`config.mk`:
```
export PLATFORM = sky130hd
export DESIGN_NAME = data_mem_arbiter
export DESIGN_NICKNAME = d
export VERILOG_FILES = /design/src/rtl/cpu_mem_pkg.sv /design/src/rtl/mem_arb_pick.sv /design/src/rtl/data_mem_arbiter.sv
export SDC_FILE = /design/constraint.sdc
export NUM_CORES = 1
export LEC_CHECK = 0
export ABC_AREA = 1
export CAP_MARGIN = 20
export CELL_PAD_IN_SITES_DETAIL_PLACEMENT = 1
export CELL_PAD_IN_SITES_GLOBAL_PLACEMENT = 1
export CORE_MARGIN = 2
export CORE_UTILIZATION = 29
export DETAILED_ROUTE_END_ITERATION = 6
export GPL_TIMING_DRIVEN = 0
export HOLD_SLACK_MARGIN = 0.02
export MAX_ROUTING_LAYER = met4
export PLACE_DENSITY = 0.79
export SETUP_SLACK_MARGIN = 0.05
export SLEW_MARGIN = 20
export SYNTH_ARGS = -nofsm -noshare
export SYNTH_HDL_FRONTEND = slang
export SYNTH_SLANG_ARGS = --single-unit
```
`constraint.sdc`:
```
create_clock -name clk -period 1.63 [get_ports clk]
set_clock_uncertainty 0.05 [all_clocks]
set_input_delay 0.2445 -clock clk [delete_from_list [all_inputs] [get_ports clk]]
set_output_delay 0.2445 -clock clk [all_outputs]
set_load 0.01 [all_outputs]
```
`src/rtl/cpu_mem_pkg.sv`:
```
// Shared types and widths for the data-memory arbiter.
// Consumed by data_mem_arbiter and mem_arb_pick.
package cpu_mem_pkg;

    localparam int ADDR_W = 4;
    localparam int DATA_W = 16;

    typedef enum logic {
        PORT_CPU = 1'b0,
        PORT_DBG = 1'b1
    } port_id_t;

    typedef enum logic {
        ST_IDLE   = 1'b0,
        ST_ACCESS = 1'b1
    } state_t;

    typedef struct packed {
        logic                  we;
        logic [ADDR_W-1:0]     addr;
        logic [DATA_W-1:0]     wdata;
        port_id_t              id;
    } mem_cmd_t;

endpackage

```
`src/rtl/mem_arb_pick.sv`:
```
// Combinational two-port grant selector producing a one-hot grant.
// pref_dbg breaks ties in favour of port 1.
module mem_arb_pick (
    input  logic [1:0] valid,
    input  logic       pref_dbg,
    output logic [1:0] grant
);

    // A lone requester wins outright; pref_dbg only matters on contention.
    always_comb begin
        grant = valid;
        if (valid == 2'b11) begin
            grant = pref_dbg ? 2'b10 : 2'b01;
        end
    end

endmodule

```
`src/rtl/data_mem_arbiter.sv`:
```
// Shares the single-port data memory between the CPU MEM stage (port 0) and the debug/DMA loader (port 1).
// Define ARB_RR_EN for round-robin arbitration; otherwise fixed priority with a port-1 starvation guard.
//
// state     | meaning
// ST_IDLE   | bus idle, mem_we low
// ST_ACCESS | registered command drives mem_*, response issued next cycle
module data_mem_arbiter #(
    parameter int ADDR_W       = cpu_mem_pkg::ADDR_W,
    parameter int DATA_W       = cpu_mem_pkg::DATA_W,
    parameter int STARVE_LIMIT = 4
) (
    input  logic              clk,
    input  logic              reset,
    input  logic              req0_valid,
    input  logic              req0_we,
    input  logic [ADDR_W-1:0] req0_addr,
    input  logic [DATA_W-1:0] req0_wdata,
    output logic              req0_ready,
    output logic              resp0_valid,
    output logic [DATA_W-1:0] resp0_rdata,
    input  logic              req1_valid,
    input  logic              req1_we,
    input  logic [ADDR_W-1:0] req1_addr,
    input  logic [DATA_W-1:0] req1_wdata,
    output logic              req1_ready,
    output logic              resp1_valid,
    output logic [DATA_W-1:0] resp1_rdata,
    output logic              mem_we,
    output logic [ADDR_W-1:0] mem_addr,
    output logic [DATA_W-1:0] mem_wdata,
    input  logic [DATA_W-1:0] mem_rdata
);

    import cpu_mem_pkg::*;

    state_t            state_q, state_d;
    mem_cmd_t          cmd_q, cmd_d;
    logic              resp0_valid_q, resp0_valid_d;
    logic              resp1_valid_q, resp1_valid_d;
    logic [DATA_W-1:0] resp0_rdata_q, resp0_rdata_d;
    logic [DATA_W-1:0] resp1_rdata_q, resp1_rdata_d;
    logic [1:0]        grant;
    logic              pref_dbg;
    logic              accept;

`ifdef ARB_RR_EN
    logic rr_ptr_q, rr_ptr_d;

    assign pref_dbg = rr_ptr_q;

    // Preference passes to the port that did not just win.
    always_comb begin
        rr_ptr_d = rr_ptr_q;
        if (grant[1]) begin
            rr_ptr_d = 1'b0;
        end else if (grant[0]) begin
            rr_ptr_d = 1'b1;
        end
    end

    always_ff @(posedge clk or negedge reset) begin
        if (!reset) begin
            rr_ptr_q <= 1'b0;
        end else begin
            rr_ptr_q <= rr_ptr_d;
        end
    end
`else
    localparam int CNT_W = $clog2(STARVE_LIMIT + 1);

    logic [CNT_W-1:0] starve_cnt_q, starve_cnt_d;

    assign pref_dbg = (starve_cnt_q == CNT_W'(STARVE_LIMIT));

    always_comb begin
        starve_cnt_d = '0;
        if (req1_valid && !grant[1]) begin
            starve_cnt_d = starve_cnt_q + 1'b1;
        end
    end

    always_ff @(posedge clk or negedge reset) begin
        if (!reset) begin
            starve_cnt_q <= '0;
        end else begin
            starve_cnt_q <= starve_cnt_d;
        end
    end
`endif

    mem_arb_pick u_pick (
        .valid    ({req1_valid, req0_valid}),
        .pref_dbg (pref_dbg),
        .grant    (grant)
    );

    assign req0_ready = grant[0];
    assign req1_ready = grant[1];
    assign accept     = |grant;

    always_comb begin
        state_d = accept ? ST_ACCESS : ST_IDLE;

        // Address/data hold their last value while idle; only the write enable drops.
        cmd_d    = cmd_q;
        cmd_d.we = 1'b0;
        if (grant[1]) begin
            cmd_d.we    = req1_we;
            cmd_d.addr  = req1_addr;
            cmd_d.wdata = req1_wdata;
            cmd_d.id    = PORT_DBG;
        end else if (grant[0]) begin
            cmd_d.we    = req0_we;
            cmd_d.addr  = req0_addr;
            cmd_d.wdata = req0_wdata;
            cmd_d.id    = PORT_CPU;
        end

        resp0_valid_d = (state_q == ST_ACCESS) && (cmd_q.id == PORT_CPU);
        resp1_valid_d = (state_q == ST_ACCESS) && (cmd_q.id == PORT_DBG);
        resp0_rdata_d = (resp0_valid_d && !cmd_q.we) ? mem_rdata : resp0_rdata_q;
        resp1_rdata_d = (resp1_valid_d && !cmd_q.we) ? mem_rdata : resp1_rdata_q;
    end

    always_ff @(posedge clk or negedge reset) begin
        if (!reset) begin
            state_q       <= ST_IDLE;
            cmd_q         <= '0;
            resp0_valid_q <= 1'b0;
            resp1_valid_q <= 1'b0;
            resp0_rdata_q <= '0;
            resp1_rdata_q <= '0;
        end else begin
            state_q       <= state_d;
            cmd_q         <= cmd_d;
            resp0_valid_q <= resp0_valid_d;
            resp1_valid_q <= resp1_valid_d;
            resp0_rdata_q <= resp0_rdata_d;
            resp1_rdata_q <= resp1_rdata_d;
        end
    end

    assign mem_we      = cmd_q.we;
    assign mem_addr    = cmd_q.addr;
    assign mem_wdata   = cmd_q.wdata;
    assign resp0_valid = resp0_valid_q;
    assign resp1_valid = resp1_valid_q;
    assign resp0_rdata = resp0_rdata_q;
    assign resp1_rdata = resp1_rdata_q;

endmodule

```
# After elaboration in Yosys (flattened, before gate mapping)
# Cells that the tools add are included.
# word_totals
ff_bits,60
wordCells,29
# op_classes
add_sub_neg,1
eq_ne,2
n_mux,6
bitwise,1
reduce_logical,9
# op_table
operator,count
$mux 22,2
$logic_and 1x1->1,5
$mux 2,2
$add 3x1->3 const B,1
$eq 3x3->1 const B,1
$mux 3,1
$eq 2x2->1 const B,1
$logic_not 1->1,2
$reduce_bool 2->1,1
$reduce_or 2->1,1
$mux 1,1
$not 1->1,1

# Depth between registers and ports, before layout
# Gate-level depths: netlist (run 1).
# depth
ltp_word,6
mapped_depth,8

# Hierarchy
# Synthesis (run 1) repeated with hierarchy kept, for this count alone.
# unflattened
cells_unflattened,305
hier_area_um2,2695.1
# by_module_without_submodules
mod,instances,cells_per_inst,area_each_um2
data_mem_arbiter,1,300,2673.8
mem_arb_pick,1,5,21.3

# Worst setup path after synthesis (run 1)
# Ideal clock, no wire load.
# synth_timing
kind,register to output
start,register starve_cnt_q[0]
end,output port req0_ready
t_arrival_ps,979
required_time_ps,1336
slack_ps,356
stages_incl_launch_ff,7
path_buffers,1
path_cell_list,dfrtp_1 -> inv_1 -> ha_1 -> nand2_1 -> nand2_1 -> nand2_1 -> buf_2
# synth_between
elab_chain_cells,3
# synth_lines
item,line_no,source
from (decl),data_mem_arbiter.sv:71,"logic [CNT_W-1:0] starve_cnt_q, starve_cnt_d;"
from (signal assigned),data_mem_arbiter.sv:86,starve_cnt_q <= starve_cnt_d;
$eq 3x3->1,data_mem_arbiter.sv:73,assign pref_dbg = (starve_cnt_q == CNT_W'(STARVE_LIMIT));
$mux 2,mem_arb_pick.sv:13,grant = pref_dbg ? 2'b10 : 2'b01;
$mux 2,mem_arb_pick.sv:12,if (valid == 2'b11) begin
to (decl),data_mem_arbiter.sv:18,"output logic req0_ready,"
# Every way passes these cells.

# Final worst setup path (run 1)
# Ends and elaborated chain as after synthesis.

==> impl_metrics.csv, run 1 <==
group,metric,value,unit
grt,grt_pass1_wl,13300,um
yosys,seq_area_frac_synth,0.588,
yosys,synthXorXnorAreaFrac,0.00343,
worst_setup_path,critPathBufInv,3,
floorplanning,dieArea,9570,um^2
yosys,synth_nets,349,
cells_and_area,nets,490,
placed_design,dp_hpwl,5830,um
yosys,synth_top_family_by_area,"simple AND/OR/NAND/NOR gates",
sta,slew_violations,0,
clock_tree,clock_sinks,60,
placed_design,pre_cts_slack,-0.593,ns
worst_setup_path,rr_worst_depth,10,
grt,grt_usage,0.181,
sta,max_slew_margin,0.805,
yosys,syn_area,2550,um^2
worst_setup_path,startpoint,"starve_cnt_q[0]",
worst_setup_path,cp_common_cell,"nand2_4",
placed_design,io_buffers,118,
floorplanning,die_x,97.8,um
worst_setup_path,cp_top_family,"flip-flops",
floorplanning,coreArea,8640,um^2
yosys,synth_area_per_cell,8.96,um^2
yosys,muxShareOfSynthArea,0,
grt,grt_max_degree,58,
cells_and_area,area_growth_syn_to_layout,65.5,%
cells_and_area,stdcell_count,538,
clock_tree,cts_buffer_depth,2,
worst_setup_path,crit_chain,"inv_2 -> ha_4 -> nand2_4 -> nand2_4 -> nand2_4 -> buf_8 -> buf_6",
clock_tree,clockRootBuffer,"clkbuf_8",
hold_path,min_path_type,"in2async",
sta,fin_crit,1.66,ns
worst_setup_path,timing.reg2reg.setup_slack,0.15,ns
worst_setup_path,cp_max_fo,3,
pwr,power.density,1050,nW/um^2
yosys,yosys_warnings,0,
detailed_routing,firstDrtPassIters,4,
floorplanning,die_h,97.8,um
sta,timing.final.ws_setup,-0.0290,ns
worst_setup_path,rr_endpoint,"mem_wdata[7]",
cells_and_area,post-route-util,0.489,
clock_tree,cts_tree,"done",
yosys,synth-seq-cells,60,
sta,period_share,1.02,
run_status,status,"finished, violations left",
floorplanning,fp-row-count,34,
detailed_routing,drc,0,
yosys,synth_adder_area_share,0.00980,
flow_run,maxCapViolCount,0,
sta,worstMarginPinSlew,0.292,ns
worst_setup_path,r2r_start,"starve_cnt_q[0]",
grt,grt_pass1_vias,2704,
cells_and_area,layout_commonest_cell,"clkdlybuf4s50_1",
pwr,power_leakage,2.15,nW
worst_setup_path,slowest_delay,0.39,ns
cells_and_area,drive_above_1_share,0.172,
worst_setup_path,worstPathArrival,1.36,ns
yosys,synth_compound_area_frac,0.0627,
worst_setup_path,cpMaxStageDelayCell,"dfrtp_1",
worst_setup_path,end_kind,"output pin",
detailed_routing,viasPerCell,4.47,
yosys,syn-instance-count,285,
worst_setup_path,start_kind,"flop",
run_status,violations,"setup timing",
detailed_routing,vias,2405,
detailed_routing,postRouteAntennaNets,0,
placed_design,dp_cells,512,
sta,finalHoldViolCount,0,
cells_and_area,antenna_cells,0,
clock_tree,clk_latency,0.33,ns
cells_and_area,final_cell_mix,"clkdlybuf4s50_1, nand2_1, dfrtp_1",
sta,max_freq,603,MHz
pwr,peakVddDrop,390,uV
yosys,ys_types,12,
clock_tree,cts_max_level,3,
clock_tree,cts_buffers,9,
sta,finalSetupViolations,1,
detailed_routing,wl,8140,um
yosys,synthSimpleGateAreaFrac,0.213,
grt,grt_remaining_overflow,0,
detailed_routing,wire_per_inst,15.1,um
clock_tree,clkSlewWorstSetupHoldPaths,0.07,ns
grt,antenna_found_initial,0,
sta,rsz0062_at_grt,"yes",
detailed_routing,first_iter_violations,18,
floorplanning,initial_core_util,0.296,
placed_design,place.gp.congestion,0.755,
worst_setup_path,endpoint,"req0_ready",
floorplanning,ioPinCount,119,
worst_setup_path,critPathRequiredTime,1.34,ns
worst_setup_path,timing_worst_setup_path_type,"reg2out",
worst_setup_path,cp.depth,7,
-- logic make-up after synthesis --
family / after synthesis
and+or+nand+nor: 131
DFF: 60
buffers and inverters: 59
AOI/OAI and AO/OA: 32
adders and majority gates: 2
xor gates and xnor gates: 1
-- worst reg2reg max path, delay by kind of cell, from the launching register on --
kind	cells	cell delay, ns
buf+inv	4	0.47
fa+ha+maj	1	0.15
flops	1	0.39
simple gates	5	0.31
-- metal layers --
metal / GRT usage / part of all wire / up-vias
met5: - / 0 / -
met4: 0.0769 / 0.022 / 0
met1: 0.218 / 0.44 / 1141
met2: 0.299 / 0.49 / 89
li1: - / - / 1163
met3: 0.0344 / 0.046 / 12
-- registers in the layout, summed over array words and instances (netlist names) --
name,count
cmd_q,1
mem_addr,4
mem_wdata,16
mem_we,1
resp0_rdata,16
resp0_valid,1
resp1_rdata,16
resp1_valid,1
starve_cnt_q,3
state_q,1
-- stage by stage --
stage               power [mW]  cell area [um^2]  hold slack (ns)  TNS (ns)
floorplan                 2.36              2550           -0.101         0
global placement          3.12              3870            0.397   -101.97
detailed placement        3.18              3890          0.00833     -2.18
CTS                       4.51              4160            0.186   -0.0674
global route              4.70              4230            0.191    -0.138
finish                    4.45              4230            0.205   -0.0290
-- synthesized netlist by cell type --
master	count	area (um^2)
inv_2	2	7.51
nand2_1	86	323
inv_1	23	86.3
nor2_1	4	15.0
ha_1	2	25.0
nor2_2	1	6.26
dfrtp_1	60	1500
o21ai_1	32	160
buf_4	20	150
nand3_1	40	200
buf_2	14	70.1
xnor2_1	1	8.76
-- report_power, final --
group          leakage [nW]  total, mW  internal, mW  switching, mW
combinational          1.33       1.26         0.713          0.551
clock                0.0979       1.32         0.731          0.588
sequential            0.729       1.87          1.73          0.137
total                  2.15       4.45          3.18           1.28
-- worst min path at each step --
stage                         start         endpoint
finish                        reset   resp1_rdata[1]
global route                  reset   resp1_rdata[1]
CTS                           reset   resp1_rdata[1]
detailed placement            reset   resp1_rdata[1]
global placement    starve_cnt_q[0]  starve_cnt_q[0]
floorplan                     reset         cmd_q[0]
-- layout make-up --
type | count | area (um^2)
Fill cell | 997 | 4410
Sequential cell | 60 | 1500
Timing Repair Buffer | 130 | 1290
Multi-Input combinational cell | 166 | 776
Buffer | 34 | 236
Clock buffer | 10 | 138
Tap cell | 108 | 135
Inverter | 25 | 93.8
Clock inverter | 5 | 52.6
-- repair_timing --
item | CTS | global route
pin swaps | 2 | 2
hold buffers | 1 | 0
endpoints found under the hold margin | 60 | 0
buffers inserted | 7 | 3
endpoints found under the setup margin | 23 | 12
gates resized for setup | 42 | 17
No activity file was read; power rests on OpenSTA's default activity.
==> inputs of run 2 (changes only) <==
CAP_MARGIN = default   (was 20)
CTS_CLUSTER_SIZE = 28   (was default)
==> results of run 2 <==
No change in the layout: final DEF, timing and power equal those of run 1.
